**config.mk**
```make
export PLATFORM = sky130hd
export DESIGN_NAME = oven_cook_timer
export DESIGN_NICKNAME = d
export VERILOG_FILES = /design/src/rtl/oven_cook_timer.sv
export SDC_FILE = /design/constraint.sdc
export NUM_CORES = 1
export LEC_CHECK = 0
export BUFFER_PORTS_ARGS = -buffer_cell sky130_fd_sc_hd__buf_2
export CAP_MARGIN = 20
export CORE_ASPECT_RATIO = 1.4
export CORE_MARGIN = 2
export CORE_UTILIZATION = 53
export CTS_CLUSTER_SIZE = 24
export DETAILED_ROUTE_END_ITERATION = 8
export GPL_TIMING_DRIVEN = 1
export HOLD_SLACK_MARGIN = 0.15
export PLACE_DENSITY_LB_ADDON = 0.25
export SLEW_MARGIN = 30
export SYNTH_ARGS = -nofsm -noshare
export SYNTH_HDL_FRONTEND = slang
export SYNTH_SLANG_ARGS = --single-unit
export TNS_END_PERCENT = 100
```
**constraint.sdc**
```tcl
create_clock -name clock -period 2.4 [get_ports clock]
set_input_delay 0.24 -clock clock [delete_from_list [all_inputs] [get_ports clock]]
set_output_delay 0.24 -clock clock [all_outputs]
set_load 0.01 [all_outputs]
```
**src/rtl/oven_cook_timer.sv**
```systemverilog
`default_nettype none
// ============================================================================
// Module   : oven_cook_timer
// Brief    : Preheat delay and tick-based cook timer feeding the oven controller.
// Revision : 1.0 - initial release
// ============================================================================
module oven_cook_timer #(
    parameter int PREHEAT_CYCLES = 16,
    parameter int TICK_DIV       = 4,
    parameter int TIME_W         = 8
) (
    input  logic              clock,
    input  logic              reset,
    input  logic              heat,
    input  logic              load,
    input  logic              unload,
    input  logic [TIME_W-1:0] cook_time,
    output logic              temp_ok,
    output logic              done,
    output logic [TIME_W-1:0] remaining,
    output logic              busy
);

    localparam int c_PRE_W  = (PREHEAT_CYCLES > 1) ? $clog2(PREHEAT_CYCLES) : 1;
    localparam int c_TICK_W = (TICK_DIV > 1) ? $clog2(TICK_DIV) : 1;

    localparam logic [c_PRE_W-1:0]  c_PRE_INIT  = c_PRE_W'(PREHEAT_CYCLES - 1);
    localparam logic [c_TICK_W-1:0] c_TICK_INIT = c_TICK_W'(TICK_DIV - 1);

    localparam logic [2:0] c_S_IDLE    = 3'd0;
    localparam logic [2:0] c_S_PREHEAT = 3'd1;
    localparam logic [2:0] c_S_READY   = 3'd2;
    localparam logic [2:0] c_S_COOKING = 3'd3;
    localparam logic [2:0] c_S_DONE    = 3'd4;

    logic [2:0]          r_state;
    logic [2:0]          w_state_next;
    logic [c_PRE_W-1:0]  r_pre_cnt;
    logic [c_PRE_W-1:0]  w_pre_next;
    logic [c_TICK_W-1:0] r_tick_cnt;
    logic [c_TICK_W-1:0] w_tick_next;
    logic [TIME_W-1:0]   r_remaining;
    logic [TIME_W-1:0]   w_rem_next;
    logic [TIME_W-1:0]   w_units;
    logic                r_temp_ok;
    logic                r_done;
    logic                r_busy;
    logic                w_temp_ok_next;
    logic                w_done_next;
    logic                w_busy_next;

    // A zero request still cooks for one unit.
    assign w_units = (cook_time == '0) ? TIME_W'(1) : cook_time;

    always_ff @(posedge clock) begin
        if (reset) begin
            r_state     <= c_S_IDLE;
            r_pre_cnt   <= '0;
            r_tick_cnt  <= '0;
            r_remaining <= '0;
            r_temp_ok   <= 1'b0;
            r_done      <= 1'b0;
            r_busy      <= 1'b0;
        end else begin
            r_state     <= w_state_next;
            r_pre_cnt   <= w_pre_next;
            r_tick_cnt  <= w_tick_next;
            r_remaining <= w_rem_next;
            r_temp_ok   <= w_temp_ok_next;
            r_done      <= w_done_next;
            r_busy      <= w_busy_next;
        end
    end

    always_comb begin
        w_state_next = r_state;
        w_pre_next   = r_pre_cnt;
        w_tick_next  = r_tick_cnt;
        w_rem_next   = r_remaining;
        case (r_state)
            c_S_IDLE: begin
                if (heat) begin
                    w_state_next = c_S_PREHEAT;
                    w_pre_next   = c_PRE_INIT;
                end
            end
            c_S_PREHEAT: begin
                if (!heat) begin
                    w_state_next = c_S_IDLE;
                end else if (r_pre_cnt == '0) begin
                    w_state_next = c_S_READY;
                end else begin
                    w_pre_next = r_pre_cnt - c_PRE_W'(1);
                end
            end
            c_S_READY: begin
                if (!heat) begin
                    w_state_next = c_S_IDLE;
                end else if (load) begin
                    w_state_next = c_S_COOKING;
                    w_rem_next   = w_units;
                    w_tick_next  = c_TICK_INIT;
                end
            end
            c_S_COOKING: begin
                if (!heat) begin
                    w_state_next = c_S_IDLE;
                end else if (r_tick_cnt == '0) begin
                    w_tick_next = c_TICK_INIT;
                    if (r_remaining <= TIME_W'(1)) begin
                        w_state_next = c_S_DONE;
                        w_rem_next   = '0;
                    end else begin
                        w_rem_next = r_remaining - TIME_W'(1);
                    end
                end else begin
                    w_tick_next = r_tick_cnt - c_TICK_W'(1);
                end
            end
            c_S_DONE: begin
                if (!heat || unload) begin
                    w_state_next = c_S_IDLE;
                end
            end
            default: begin
                w_state_next = c_S_IDLE;
            end
        endcase
        // Every route into IDLE (abort, unload, bad encoding) leaves counters clean.
        if (w_state_next == c_S_IDLE) begin
            w_pre_next  = '0;
            w_tick_next = '0;
            w_rem_next  = '0;
        end
    end

    // Flag outputs are decoded from the next state so they register alongside it.
    always_comb begin
        w_temp_ok_next = 1'b0;
        w_done_next    = 1'b0;
        w_busy_next    = 1'b0;
        case (w_state_next)
            c_S_PREHEAT: begin
                w_busy_next = 1'b1;
            end
            c_S_READY, c_S_COOKING: begin
                w_busy_next    = 1'b1;
                w_temp_ok_next = 1'b1;
            end
            c_S_DONE: begin
                w_busy_next    = 1'b1;
                w_temp_ok_next = 1'b1;
                w_done_next    = 1'b1;
            end
            default: begin
                w_busy_next = 1'b0;
            end
        endcase
    end

    assign temp_ok   = r_temp_ok;
    assign done      = r_done;
    assign busy      = r_busy;
    assign remaining = r_remaining;

endmodule
`default_nettype wire

```
==> impl_metrics.toml <==
[drt]
num_vias = 1091
ant_nets = 0
wire_per_inst_microns = 13.2
drtPass1Iterations = 4
initialDrtViolationCount = 29
drt-total-wl_mm = 2.46
vias_per_cell = 5.83
drc = 0

[clock_network]
cts_buffers = 3
cts_sinks = 20
clk_pin_slew_ns = 0.11
cts-root-buf = "clkbuf_4"
cts_buffer_depth = 2
cts_resized = 0
hold_buffers = 0
cts_tree = "yes"
htreeDepth = 1
post-cts-setup-buffer-count = 0
clock_latency_ns = 0.30

[final_layout]
synthToLayoutAreaGrowth_pct = 12.7
diodes = 0
multiInputGateArea_sq_um = 656
final_util = 0.641
seq_area_sq_um = 400
fin_nets = 185
drive_above_1_share = 0.187
fillCellCount = 177

[min_path]
hold_path_class = "primary input to flip-flop"
whs_path_depth = 3
min_to = "r_state[2]"
hold_start = "unload"

[worst_setup_path]
path_class = "flip-flop to flip-flop"
reg2reg_to = "r_state[0]"
rrSetupSlack_ns = 0.49
required_ns = 2.58
cp-start-kind = "flip-flop"
crit_chain = "inv_1, ha_1, nor2_1, and4b_1, nand2_1, a21oi_1, a2111oi_0"
cp_top_family = "simple AND/OR/NAND/NOR gates"
critPathBufInv = 1
slowest_delay_ns = 0.44
ff2ff_path_depth = 7
critical_path.slowest_cell = "dfxtp_1"
worstReg2RegStart = "remaining[0]"
crit_fanout = 8
cp-end-kind = "flip-flop"
cp.arrival_ns = 2.09

[grt]
grt_pass1_vias = 1044
grt_pass1_wl_mm = 4.24
grt_max_degree = 22
overflow = 0
grt_usage = 0.218
antenna_found_initial = 0

[floorplanning]
die_y_microns = 58.4
start_util = 0.569
dieWidth_microns = 42.9
core_sq_um = 1970
die_area_sq_um = 2510
io_pins = 24
rows = 19

[placed_design]
hpwl_mm = 1.84
io_buffers = 23
place_congestion = 0.857

[synthesis]
synth_area_leaders = "dfxtp_1 36%, nor2_1 7.0%, nand2_1 5.0%"
synth_edf_count = 0
syn-instance-count = 145
synth_commonest_cells = "21 x nor2_1, 20 x dfxtp_1, 15 x nand2_1"
ys.flop_type = "dfxtp_1"
synth-async-reset-ratio = 0
synth_top_cell_area_share = 0.357
post-synth-top-area-cell = "dfxtp_1"
seq_area_frac_synth = 0.357
yosysMostFrequentCell = "nor2_1"
syn_nets = 162
ys_types = 37
yosysWarnings = 0
synth_area_sq_um = 1120
avgSynthCellArea_sq_um = 7.74
synth_seq_cells = 20

[power_and_ir_drop]
max-vdd-ir-drop_mv = 0.360
switching_share = 0.260
pwr-share-clk = 0.280
power_density_nw_per_um2 = 459
combPwrFrac = 0.120
internal_power_uw = 430
power_leakage_nw = 0.511
net-switching-power_uw = 151
pwr-share-seq = 0.600

[sta]
worst_pin_slew_ns = 0.529
tns_ns = 0
slew_headroom = 0.645
hold_viol_final = 0
clock.fmax_ghz = 0.524
clock_skew_ns = 0.00443
min_period_ns = 1.91
report.final.slew_viol_count = 0
setup_viol = 0
post-route-period-util = 0.796
rsz0062_at_grt = "false"
hold_slack_ns = 0.235

[run]
maxCapViolCount = 0

[status]
status = "finished, final reports clean"
[per-layer routing]
metal / share of wire / track usage / wire (microns)
met5: 0 / 0 / 0
met2: 0.53 / 0.403 / 1300
met1: 0.42 / 0.238 / 1030
met4: 0.015 / 0.116 / 38
met3: 0.038 / 0.0245 / 94
[state kept, by name, summed over array words and instances, names as in the netlist]
register,flops
remaining,8
r_pre_cnt,4
r_state,3
r_tick_cnt,2
busy,1
done,1
temp_ok,1
[placed cells by master (no fill, tap or decap)]
master / netlist / routed
a2111oi_0: 1 / 1
a211oi_1: 1 / 1
a211oi_2: 1 / 1
a21o_1: 2 / 2
a21oi_1: 9 / 9
a22o_1: 1 / 1
a22oi_1: 4 / 4
a311oi_1: 4 / 4
and2_1: 1 / 1
and3_1: 1 / 1
and3b_1: 1 / 1
and4b_1: 1 / 1
buf_2: 2 / 23
buf_4: 0 / 2
clkbuf_4: 0 / 3
dfxtp_1: 20 / 20
ha_1: 4 / 4
inv_1: 8 / 8
mux2i_1: 1 / 1
nand2_1: 15 / 15
nand2b_1: 3 / 3
nand3_1: 4 / 4
nand3b_1: 2 / 2
nor2_1: 21 / 21
nor2b_1: 1 / 1
nor3_1: 6 / 6
nor3b_1: 2 / 2
nor4_1: 4 / 4
o21ai_0: 8 / 8
o22ai_1: 2 / 2
o311a_1: 1 / 1
o311ai_0: 2 / 2
o31ai_1: 3 / 3
or2_2: 1 / 1
or3_1: 1 / 1
or4_1: 1 / 1
or4b_4: 1 / 1
[tightest hold or removal path, delay by kind of cell]
family          cells  cell delay [ns]
simple gates        1             0.13
buf+inv             1             0.08
compound gates      1             0.05
[cell families (layout without fill, tap and decap cells)]
group,Yosys count,in the layout,share of synthesized area
fa+ha+maj,4,4,0.0446
buf+inv,15,36,0.0591
simple gates,66,66,0.294
compound gates,39,39,0.236
flops,20,20,0.357
mux,1,1,0.00892
[cell type report]
class                   count  area share
multi-input cells         110       0.518
flip-flops and latches     20       0.317
repair buffers             25       0.103
inverters                   8      0.0237
well taps                  21      0.0208
clock buffers               3      0.0178
[per-stage QoR]
step / instances / power (mW) / worst slack (ns) / area, sq um
detailed placement: 184 / 0.426 / 0.505 / 1240
global placement: 184 / 0.423 / 0.663 / 1240
finish: 187 / 0.580 / 0.490 / 1260
floorplan: 145 / 0.404 / 0.621 / 1120
CTS: 187 / 0.583 / 0.483 / 1260
global route: 187 / 0.598 / 0.252 / 1260
[power by group through the flow]
stage / sequential, mW / combinational, mW / clock, mW
after global routing: 0.350 / 0.0784 / 0.170
after floorplan: 0.353 / 0.0511 / 0
after global placement: 0.355 / 0.0675 / 0
final: 0.348 / 0.0698 / 0.162
after CTS: 0.348 / 0.0703 / 0.165
after detailed placement: 0.356 / 0.0700 / 0
[worst max path at each step]
stage                             from      endpoint  slack (ns)  depth (start not counted)
final                     remaining[0]    r_state[0]        0.49                          7
after global routing      remaining[0]    r_state[0]        0.25                          7
after CTS                 remaining[0]    r_state[0]        0.48                          7
after detailed placement  remaining[0]    r_state[0]        0.50                          7
after global placement    remaining[0]  remaining[1]        0.66                          7
after floorplan           remaining[0]  remaining[1]        0.62                          8
Power figures use the tool's default switching activity.
